$ cat config.mk
export PLATFORM = sky130hd
export DESIGN_NAME = rob_commit
export DESIGN_NICKNAME = d
export VERILOG_FILES = /design/src/rtl/rob_commit_pkg.sv /design/src/rtl/rob_commit_rrat.sv /design/src/rtl/rob_commit.sv
export SDC_FILE = /design/constraint.sdc
export NUM_CORES = 1
export LEC_CHECK = 0
export CAP_MARGIN = 5
export CORE_MARGIN = 4
export CORE_UTILIZATION = 45
export DETAILED_ROUTE_END_ITERATION = 8
export PLACE_DENSITY = 0.68
export SYNTH_ARGS = -nofsm -noshare
export SYNTH_HDL_FRONTEND = slang
export SYNTH_SLANG_ARGS = --single-unit
$ cat constraint.sdc
create_clock -name clk -period 12.1 [get_ports clk]
set_input_delay 3.025 -clock clk [delete_from_list [all_inputs] [get_ports clk]]
set_output_delay 3.025 -clock clk [all_outputs]
set_load 0.02 [all_outputs]
$ cat src/rtl/rob_commit_pkg.sv
// Shared types for the ROB retire stage: commit FSM state, ROB head record
// and architectural register count.
package rob_commit_pkg;

    localparam int ARCH_REGS = 32;
    localparam int ROB_IDX_W = 6;

    typedef enum logic {
        RUN   = 1'b0,
        STALL = 1'b1
    } commit_state_t;

    typedef struct packed {
        logic [4:0]           rd;
        logic [ROB_IDX_W-1:0] pd;
        logic                 regf_we;
        logic [63:0]          order;
    } rob_head_t;

endpackage

$ cat src/rtl/rob_commit_rrat.sv
// Retirement RAT storage: identity mapping on reset, one write port, two
// combinational read ports (commit lookup and debug/flush).
module rrat_array #(
    parameter int PHYS_REG_BITS = 6,
    parameter int ARCH_REGS     = 32,
    parameter int AW            = $clog2(ARCH_REGS)
) (
    input  logic                     clk,
    input  logic                     rst,
    input  logic                     we,
    input  logic [AW-1:0]            waddr,
    input  logic [PHYS_REG_BITS-1:0] wdata,
    input  logic [AW-1:0]            raddr0,
    output logic [PHYS_REG_BITS-1:0] rdata0,
    input  logic [AW-1:0]            raddr1,
    output logic [PHYS_REG_BITS-1:0] rdata1
);

    logic [PHYS_REG_BITS-1:0] mem [ARCH_REGS];

    always_ff @(posedge clk or posedge rst) begin
        if (rst) begin
            for (int i = 0; i < ARCH_REGS; i++) begin
                mem[i] <= PHYS_REG_BITS'(i);
            end
        end else if (we) begin
            mem[waddr] <= wdata;
        end
    end

    // Reads see the array as of the last edge; a same-cycle write is not bypassed.
    assign rdata0 = mem[raddr0];
    assign rdata1 = mem[raddr1];

endmodule

$ cat src/rtl/rob_commit.sv
// ROB retire stage: pops the completed head, frees the superseded phys reg,
// updates the RRAT and checks retirement order. COMMIT_PERF_EN adds perf counters.
module rob_commit
    import rob_commit_pkg::*;
#(
    parameter int PHYS_REG_BITS = ROB_IDX_W,
    parameter int ARCH_REGS     = rob_commit_pkg::ARCH_REGS
) (
    input  logic                     clk,
    input  logic                     rst,
    input  logic                     rob_head_valid,
    input  logic                     rob_head_done,
    input  logic [4:0]               rob_head_rd,
    input  logic [PHYS_REG_BITS-1:0] rob_head_pd,
    input  logic                     rob_head_regf_we,
    input  logic [63:0]              rob_head_order,
    input  logic                     free_list_full,
    output logic                     rob_dequeue,
    output logic                     fl_enqueue,
    output logic [PHYS_REG_BITS-1:0] fl_wdata,
    output logic                     commit_valid,
    output logic [63:0]              commit_order,
    output logic                     order_err,
`ifdef COMMIT_PERF_EN
    output logic [31:0]              commit_count,
    output logic [31:0]              stall_cycles,
`endif
    input  logic [4:0]               rrat_rd_idx,
    output logic [PHYS_REG_BITS-1:0] rrat_rd_data
);

    rob_head_t                head;
    commit_state_t            state;
    logic [63:0]              expected_order;
    logic [PHYS_REG_BITS-1:0] old_pd;
    logic                     head_ready;
    logic                     fire;
    logic                     rrat_we;

    assign head = '{rd: rob_head_rd, pd: rob_head_pd,
                    regf_we: rob_head_regf_we, order: rob_head_order};

    assign head_ready  = rob_head_valid & rob_head_done;
    assign fire        = head_ready & ~free_list_full & (state == RUN);
    assign rob_dequeue = fire;
    // x0 is never architecturally mapped, so it never takes an RRAT write.
    assign rrat_we     = fire & head.regf_we & (head.rd != 5'd0);

    rrat_array #(
        .PHYS_REG_BITS(PHYS_REG_BITS),
        .ARCH_REGS    (ARCH_REGS)
    ) u_rrat (
        .clk   (clk),
        .rst   (rst),
        .we    (rrat_we),
        .waddr (head.rd),
        .wdata (head.pd),
        .raddr0(head.rd),
        .rdata0(old_pd),
        .raddr1(rrat_rd_idx),
        .rdata1(rrat_rd_data)
    );

    always_ff @(posedge clk or posedge rst) begin
        if (rst) begin
            state          <= RUN;
            expected_order <= '0;
            fl_enqueue     <= 1'b0;
            fl_wdata       <= '0;
            commit_valid   <= 1'b0;
            commit_order   <= '0;
            order_err      <= 1'b0;
        end else begin
            fl_enqueue   <= fire & head.regf_we;
            commit_valid <= fire;
            if (fire) begin
                commit_order   <= head.order;
                expected_order <= expected_order + 64'd1;
                if (head.order != expected_order) begin
                    order_err <= 1'b1;
                end
                if (head.regf_we) begin
                    fl_wdata <= (head.rd == 5'd0) ? head.pd : old_pd;
                end
            end
            case (state)
                RUN:   if (head_ready & free_list_full) state <= STALL;
                STALL: if (!free_list_full) state <= RUN;
            endcase
        end
    end

`ifdef COMMIT_PERF_EN
    function automatic logic [31:0] sat_inc(input logic [31:0] v);
        return (v == 32'hFFFF_FFFF) ? v : v + 32'd1;
    endfunction

    always_ff @(posedge clk or posedge rst) begin
        if (rst) begin
            commit_count <= '0;
            stall_cycles <= '0;
        end else begin
            if (fire) begin
                commit_count <= sat_inc(commit_count);
            end
            if (state == STALL) begin
                stall_cycles <= sat_inc(stall_cycles);
            end
        end
    end
`endif

endmodule
Word level (Yosys, flattened, before mapping)
Index checks and enable logic that the tools add are counted.

cells by class
  reductions and logical operators = 5
  $add $sub $neg = 1
  mux-type cells = 13
  bitwise operators = 10
  equal/unequal tests = 1
  magnitude comparators = 3

operators by type and width
  cell                                                count
  bitwise mux 192 bit                                 1
  adder 64 x 1 -> 64 bit, second input constant       1
  inequality test 64 bit                              1
  binary-select mux 6 bit (select 5 bit)              2
  two-way mux 6 bit                                   6
  demux 6 bit (select 5 bit)                          1
  >= comparator 6 bit, second input constant          2
  NOT 5 -> 6 bit                                      2
  AND 1 bit                                           6
  < comparator 6 x 1 -> 1 bit, second input constant  1
  zero test 5 bit                                     1
  nonzero test 5 bit                                  1
  AND reduction 2 bit                                 2
  two-way mux 1 bit                                   2
  NOT 1 bit                                           2
  one-hot mux 1 bit (2 select lines)                  1
  logical AND 1 bit                                   1

word-level totals
  logic and storage cells = 72
  bits in registers = 330
  input bits = 86
  output and inout bits = 80

Depth between registers and ports, before layout
Gate-level depths: netlist of run 1.

  depth in word-level cells = 6
  depth in mapped cells = 9
  mapped depth without buffers = 6

Hierarchy
From an unflattened synthesis of run 1, not the netlist that was laid out.

second synthesis, totals
  cell total of the unflattened synthesis = 1,141
  area total of the unflattened synthesis = 17,012.6 um^2

by module, submodules not included
  module      area an instance (um^2)  seq. area each (um^2)  times used  cells each
  rrat_array  10,418.7                 4,904.7                1           609
  rob_commit  6,593.8                  3,453.3                1           532

Least setup slack after synthesis of run 1
Ideal clock, no wire load.

  path type = input -> output
  start point = input rrat_rd_idx[0]
  end point = output rrat_rd_data[2]
  cell stages on the path = 4
  path buffers = 1
  required time = 9.075 ns
  slack = 4.205 ns
  data arrival time = 4.870 ns
  cells stage by stage = buf_1 -> mux4_2 -> mux4_2 -> mux2_2

between the ends
  word-level cells in the longest chain between the ends = 4

RTL lines
  item                                                   line                   source
  start: declaration                                     rob_commit.sv:28       input logic [4:0] rrat_rd_idx,
  NOT 5 -> 6 bit (implied by the code)                   rob_commit_rrat.sv:33  assign rdata1 = mem[raddr1];
  binary-select mux 6 bit (select 5 bit)                 rob_commit_rrat.sv:33
  two-way mux 6 bit (implied by the code) (2 in series)  rob_commit_rrat.sv:33
  end: declaration                                       rob_commit.sv:29       output logic [PHYS_REG_BITS-1:0] rrat_rd_data

Every way passes these cells. The select of a mux whose other input is x is not followed.

Final worst setup path of run 1
Ends and elaborated chain as after synthesis.

==> metrics.md, run 1 <==
| Metric | Value |
|---|---|
| Cell depth of the worst flop-to-flop path | `7` |
| Crit Path Max Fanout | `48` |
| Top Ports | `166` |
| Power Total | `2.81 mW` |
| Final core occ | `0.546` |
| Status | `complete, no violations` |
| Worst skew pair latency | `530 ps` |
| Slowest-stage cell, CP | `buf_4` |
| Worst Hold Class | `flop to flop` |
| Reg2reg end | `u_rrat.mem[51]` |
| FF-to-FF Start | `state` |
| Hold wc startpoint | `u_rrat.mem[191]` |
| CP cell instances | `buf_4 > mux4_2 > mux4_2 > mux2_2 > clkdlybuf4s50_1` |
| Min-Delay Endpoint | `u_rrat.mem[191]` |
| Fmax | `114 MHz` |
| Number of flops mapped to enable cells by yosys | `0` |
| Clock skew | `12.1 ps` |
| Met2 Resource Use GR | `0.357` |
| Max Transition Viols Final | `0` |
| Area growth syn-to-layout | `18.9%` |
| Global-route layer with the greatest usage | `met2` |
| Synth unique cells | `54` |
| Gr ovfl total | `0` |
| Slew @ Worst Pin | `1170 ps` |
| WP buf/inv | `2` |
| Clock Sinks | `330` |
| Total GRT Usage | `0.224` |
| Largest net degree at the start of global routing | `200` |
| Top cells by count, synth | `dfrtp_1, nand2_1, mux2_2, mux4_2, xnor2_1` |
| Max incr delay on CP | `660 ps` |
| Row cnt | `70` |
| Period minus WS final | `8760 ps` |
| Mapped Area | `0.0169 sq mm` |
| Clock Pin Slew Worst Setup and Hold Paths | `60 ps` |
| Worst rel slew slack | `0.219` |
| Largest area contributor in the netlist | `dfrtp_1` |
| Setup crit start kind | `input port` |
| Root buf cell | `clkbuf_16` |
| Sequential-to-total area share from yosys stat | `0.495` |
| Max clock buf depth | `3` |
| Ys async rst share | `1.00` |
| # H-tree levels | `2` |
| Post-cts repair resize count | `0` |
| Detail Route Antenna Nets | `0` |
| Worst Path Arrival | `5740 ps` |
| Ys Warns | `0` |
| Buffers on Ports | `165` |
| Grt met3 use | `0.0541` |
| Hpwl dp | `31.9 mm` |
| Core ar. | `0.0368 sq mm` |
| GPL Wtd Cong | `0.940` |
| Vias in the first global route | `12200` |
| Share of the synthesized area in the top cell type | `0.370` |
| Drt first pass iters | `5` |
| Pleak | `8.75 nW` |
| Final Setup Violations | `0` |
| Total Wirelength | `45.8 mm` |
| Post-synthesis average cell area | `12.7 sq um` |
| DR vias/cell | `5.91` |
| CTS buffer count | `37` |
| Diodes inserted | `0` |
| Max_cap viols | `0` |
| CP Capture Type | `output port` |
| Met1 usage | `0.305` |
| WL per Instance | `23.4 microns` |
| Final Hold Viols | `0` |
| Count leader, synth | `dfrtp_1` |
| Syn Nets | `1421` |
| Initial Util | `0.459` |
| Nets@finish | `1554` |
| Width of the die | `202 microns` |
| WS Path Type | `input port to output port` |
| Yosys reg bits | `330` |
| RSZ-0062 raised after global routing | `false` |
| First-pass GRT wire length | `72.1 mm` |
| CP top delay family | `multiplexers` |
| Ys flop type | `dfrtp_1` |
| Synth area leaders | `dfrtp_1, mux4_2, mux2_2` |
| CP Data Required Time | `9070 ps` |
| Die Ht | `202 microns` |
| Final period util | `0.724` |
| Initial antenna violation count | `0` |
| Power per cell area | `140 mW/mm^2` |
| Postcts setup bufs | `0` |
| CTS tree | `done` |
| Worst R2R Setup Slack | `8320 ps` |
| Peak VDD IR | `0.102 mV` |
| Drc violations | `0` |
| Sum Neg Setup Slack | `0 ps` |
| Most used cell, CP | `mux4_2` |
| Die area | `0.0407 sq mm` |
| Detailed Route Iter0 Violations | `965` |
| Via count | `11600` |
| CTS Hold Bufs | `0` |
| Hold depth | `0` |
| Proportion of layout cells with a drive suffix above 1 | `0.317` |
| Synth Instances | `1334` |
==> sequential cells by signal, summed over array words and instances (netlist names) <==
name / cells
commit_valid: 1
order_err: 1
state: 1
expected_order: 64
u_rrat.mem: 192
commit_order: 64
fl_enqueue: 1
fl_wdata: 6
==> placed cells by master (no fill, tap or decap), types with 3 or more instances in the layout <==
cell type,n
a21oi_1,10
a22o_1,7
a22oi_1,10
and2_1,6
and3_1,12
and4_1,4
buf_2,3
buf_4,12
bufinv_16,4
clkbuf_1,7
clkbuf_16,37
clkbuf_8,6
clkdlybuf4s50_1,161
clkinv_2,6
clkinvlp_4,3
dfrtp_1,250
dfstp_2,80
inv_1,9
mux2_2,195
mux2i_1,8
mux4_2,103
nand2_1,245
nand3_1,30
nand4_1,34
nor2_1,40
nor2b_1,6
nor3_1,16
nor4_1,6
nor4_2,7
nor4_4,4
o22ai_1,7
or3_1,5
xnor2_1,93
xor2_1,34
==> logic make-up (layout without fill, tap and decap cells) <==
kind of cell / count (synthesis) / in the layout / synth area share
adders and majority gates: 1 / 1 / 0.000740
and+or+nand+nor: 429 / 429 / 0.123
xor gates and xnor gates: 127 / 127 / 0.0658
muxes: 306 / 306 / 0.272
AOI/OAI and AO/OA: 47 / 47 / 0.0195
buffers and inverters: 94 / 253 / 0.0248
DFF: 330 / 330 / 0.495
==> power breakdown <==
part	leakage [nW]	internal [mW]	switching, mW
clock network	0.596	0.686	0.459
logic	4.01	0.199	0.209
registers	4.15	1.19	0.0674
total	8.75	2.08	0.735
==> through the flow <==
stage | instance area (sq um) | hold slack [ps] | setup WS (ps) | instances
2_1_floorplan | 16900 | 425 | 67.6 | 1334
3_3_place_gp | 18900 | 363 | 3370 | 1896
3_5_place_dp | 18900 | 363 | 3300 | 1896
4_1_cts | 20100 | 377 | 3290 | 1961
5_1_grt | 20100 | 394 | 3200 | 1961
6_report | 20100 | 378 | 3340 | 1961
==> how the worst max path moves through the flow <==
stage | from | endpoint | slack (ps) | cells after the start
2_1_floorplan | rst | commit_order[0] | 70 | 1
3_3_place_gp | rrat_rd_idx[0] | rrat_rd_data[1] | 3370 | 5
3_5_place_dp | rrat_rd_idx[0] | rrat_rd_data[2] | 3300 | 5
4_1_cts | rrat_rd_idx[0] | rrat_rd_data[2] | 3290 | 5
5_1_grt | rrat_rd_idx[0] | rrat_rd_data[2] | 3200 | 5
6_report | rrat_rd_idx[0] | rrat_rd_data[2] | 3340 | 5
==> final cells by class <==
cell class / instances / area, sq um
clock buffer: 50 / 1030
clock inverter: 15 / 190
fill: 3051 / 16700
inverter: 11 / 48.8
multi-input combinational: 910 / 8140
sequential: 330 / 8360
tap: 468 / 586
timing repair buffer: 177 / 1740
==> per-layer routing <==
| layer | vias up | share of wire | wire (microns) |
|---|---|---|---|
| met5 | - | 0 | 0 |
| met4 | 0 | 0.035 | 1600 |
| met3 | 91 | 0.076 | 3480 |
| met2 | 497 | 0.47 | 21700 |
| met1 | 5954 | 0.42 | 19100 |
| li1 | 5053 | - | - |
(Power assumes the default switching activity.)
==> run 2, diff against run 1 <==
==> constraint.sdc (replaced) <==
create_clock -name clk -period 7.53 [get_ports clk]
set_input_delay 1.8825 -clock clk [delete_from_list [all_inputs] [get_ports clk]]
set_output_delay 1.8825 -clock clk [all_outputs]
set_load 0.02 [all_outputs]
==> run 2 against run 1 <==
Against the previous run:
- non-clock buffer count up 6
- combinational power increased by 61%
- sequential share of layout area fell by 0.21 points
- first-iteration DRC count rose by 1.0%
- setup slack worse by 2300 ps
- power grew 63%
- hold slack better by 6.6 ps
- critical path type unchanged
- largest cell class unchanged
==> metrics.md, run 2 (synthesis results as in run 1) <==
| Metric | Value |
|---|---|
| Width of the die | `202 microns (unchanged)` |
| Max Transition Viols Final | `0 (unchanged)` |
| Most common cell after layout, fill and taps aside | `dfrtp_1` |
| Clock skew | `23.6 ps (+11.4 ps)` |
| Clock Pin Slew Worst Setup and Hold Paths | `60 ps (about the same)` |
| Cell depth of the worst flop-to-flop path | `7 (unchanged)` |
| Status | `complete, no violations` |
| Final core occ | `0.549 (+0.00272)` |
| Sum Neg Setup Slack | `0 ps (unchanged)` |
| Detail Route Antenna Nets | `0 (unchanged)` |
| Pleak | `8.81 nW (+0.66%)` |
| Seq pwr share | `0.441 (-0.007)` |
| Non-filler cells, final | `1970 (+0.46%)` |
| Top Ports | `166 (unchanged)` |
| Gr ovfl total | `0 (unchanged)` |
| Period minus WS final | `6480 ps` |
| Top Registers | `u_rrat.mem: 192 flops, commit_order: 64 flops, expected_order: 64 flops` |
| Hold WS | `384 ps (+6.60 ps)` |
| Max incr delay on CP | `550 ps (-110 ps)` |
| Area growth syn-to-layout | `19.5%` |
| Die Ht | `202 microns (unchanged)` |
| Slowest-stage cell, CP | `clkdlybuf4s50_1` |
| Most frequent cells in the layout | `dfrtp_1, nand2_1, mux2_2, clkdlybuf4s50_1, mux4_2` |
| Worst Path Arrival | `4600 ps (-1140 ps)` |
| WP buf/inv | `3 (+1)` |
| Largest register FFs | `192 (unchanged)` |
| Die area | `0.0407 sq mm (unchanged)` |
| Cell Int Power | `3.40 mW (+64%)` |
| Total Wirelength | `46.0 mm (+0.36%)` |
| Peak VDD IR | `0.145 mV (+42%)` |
| Proportion of layout cells with a drive suffix above 1 | `0.320 (+0.00276)` |
| Clock power frac | `0.416 (+0.009)` |
| Setup WS post-layout | `1050 ps (-2290 ps)` |
| CP cell instances | `buf_4 > buf_4 > mux4_2 > mux4_2 > mux2_2 > clkdlybuf4s50_1` |
| WL per Instance | `23.3 microns (-0.10%)` |
| Root buf cell | `clkbuf_16` |
| Top reg by flops | `u_rrat.mem` |
| CTS tree | `done` |
| Post-cts repair resize count | `0 (unchanged)` |
| Buffers on Ports | `165 (unchanged)` |
| Initial antenna violation count | `1 (+1)` |
| Max_cap viols | `0 (unchanged)` |
| Via count | `11600 (+0.060%)` |
| DR vias/cell | `5.89 (-0.40%)` |
| Clock Sinks | `330 (unchanged)` |
| Switching Share | `0.259 (-0.00273)` |
| Initial Util | `0.459 (unchanged)` |
| Diodes inserted | `0 (unchanged)` |
| Stages on worst setup path | `6 (+1)` |
| # H-tree levels | `2 (unchanged)` |
| P_sw | `1.19 mW (+61%)` |
| Hpwl dp | `32.6 mm (+2.3%)` |
| Slew @ Worst Pin | `1220 ps (+46.0 ps)` |
| Fillers | `3057 (+0.20%)` |
| Setup crit start kind | `input port` |
| Cells after DPL | `1902 (+0.32%)` |
| Power per cell area | `227 mW/mm^2 (+62%)` |
| Fmax | `154 MHz` |
| Vias in the first global route | `12100 (-0.54%)` |
| CP top delay family | `buffers and inverters` |
| Detailed Route Iter0 Violations | `975 (+1.0%)` |
| CP Data Required Time | `5650 ps (-3420 ps)` |
| CTS buffer count | `37 (unchanged)` |
| Drt first pass iters | `5 (unchanged)` |
| Worst Hold Class | `flop to flop` |
| Total GRT Usage | `0.224 (about the same)` |
| Power Total | `4.58 mW (+63%)` |
| Final Hold Viols | `0 (unchanged)` |
| Largest net degree at the start of global routing | `199 (-0.50%)` |
| Instance area after placement | `0.0189 sq mm (+0.22%)` |
| Dpl ws | `978 ps (-2320 ps)` |
| Worst rel slew slack | `0.189 (-0.0307)` |
| Final Setup Violations | `0 (unchanged)` |
| Hold depth | `0 (unchanged)` |
| Max clock buf depth | `3 (unchanged)` |
| Nets@finish | `1560 (+0.39%)` |
| Core ar. | `0.0368 sq mm (unchanged)` |
| Worst skew pair latency | `540 ps (about the same)` |
| CP Capture Type | `output port` |
| GPL Wtd Cong | `0.962 (+2.3%)` |
| Postcts setup bufs | `0 (unchanged)` |
| CTS Hold Bufs | `0 (unchanged)` |
| First-pass GRT wire length | `71.9 mm (-0.21%)` |
| Drc violations | `0 (unchanged)` |
| Crit Path Max Fanout | `31 (-35%)` |
| Row cnt | `70 (unchanged)` |
| Final period util | `0.861` |
| RSZ-0062 raised after global routing | `false` |
| WS Path Type | `input port to output port` |
| Final instance area | `0.0202 sq mm (+0.50%)` |
| Combinational power share | `0.144 (about the same)` |
==> run 2: changes by cell type in the layout (fill, tap and decap cells not counted), sizes merged <==
cell      change
clkbuf        +2
buf           +6
clkinvlp      -1
clkinv        +1
bufinv        +1
==> run 2: layout make-up <==
cell class | instances | area, sq um | area share
clock buffer | 52 | 1060 | 0.0527
clock inverter | 16 | 219 | 0.0108
inverter | 11 | 45.0 | 0.00223
multi-input combinational | 910 | 8140 | 0.403
sequential | 330 | 8360 | 0.414
tap | 468 | 586 | 0.0290
timing repair buffer | 183 | 1780 | 0.0882
==> run 2: path summary, 6_finish.rpt <==
check,from,to,slack [ps]
min in group asynchronous,rst,state,1810
hold / removal,u_rrat.mem[189],u_rrat.mem[189],380
setup reg to reg,state,u_rrat.mem[37],4140
setup / recovery,rrat_rd_idx[0],rrat_rd_data[2],1050
max in group asynchronous,rst,u_rrat.mem[128],4170
hold reg to reg,u_rrat.mem[189],u_rrat.mem[189],380
==> run 2: power by group through the flow <==
stage / Combinational, mW / Clock [mW] / Sequential, mW
floorplan: 0.304 / 0 / 2.09
global placement: 0.654 / 0 / 2.04
detailed placement: 0.666 / 0 / 2.05
CTS: 0.668 / 1.95 / 2.02
global route: 0.709 / 2.02 / 2.03
finish: 0.658 / 1.91 / 2.02
==> run 2: per-layer routing <==
| metal | GRT usage | vias up | wire [microns] |
|---|---|---|---|
| li1 | - | 5071 | - |
| met1 | 0.299 | 5912 | 18800 |
| met2 | 0.362 | 522 | 21900 |
| met3 | 0.0531 | 95 | 3610 |
| met4 | 0.0747 | 2 | 1600 |
| met5 | 0 | - | 15 |
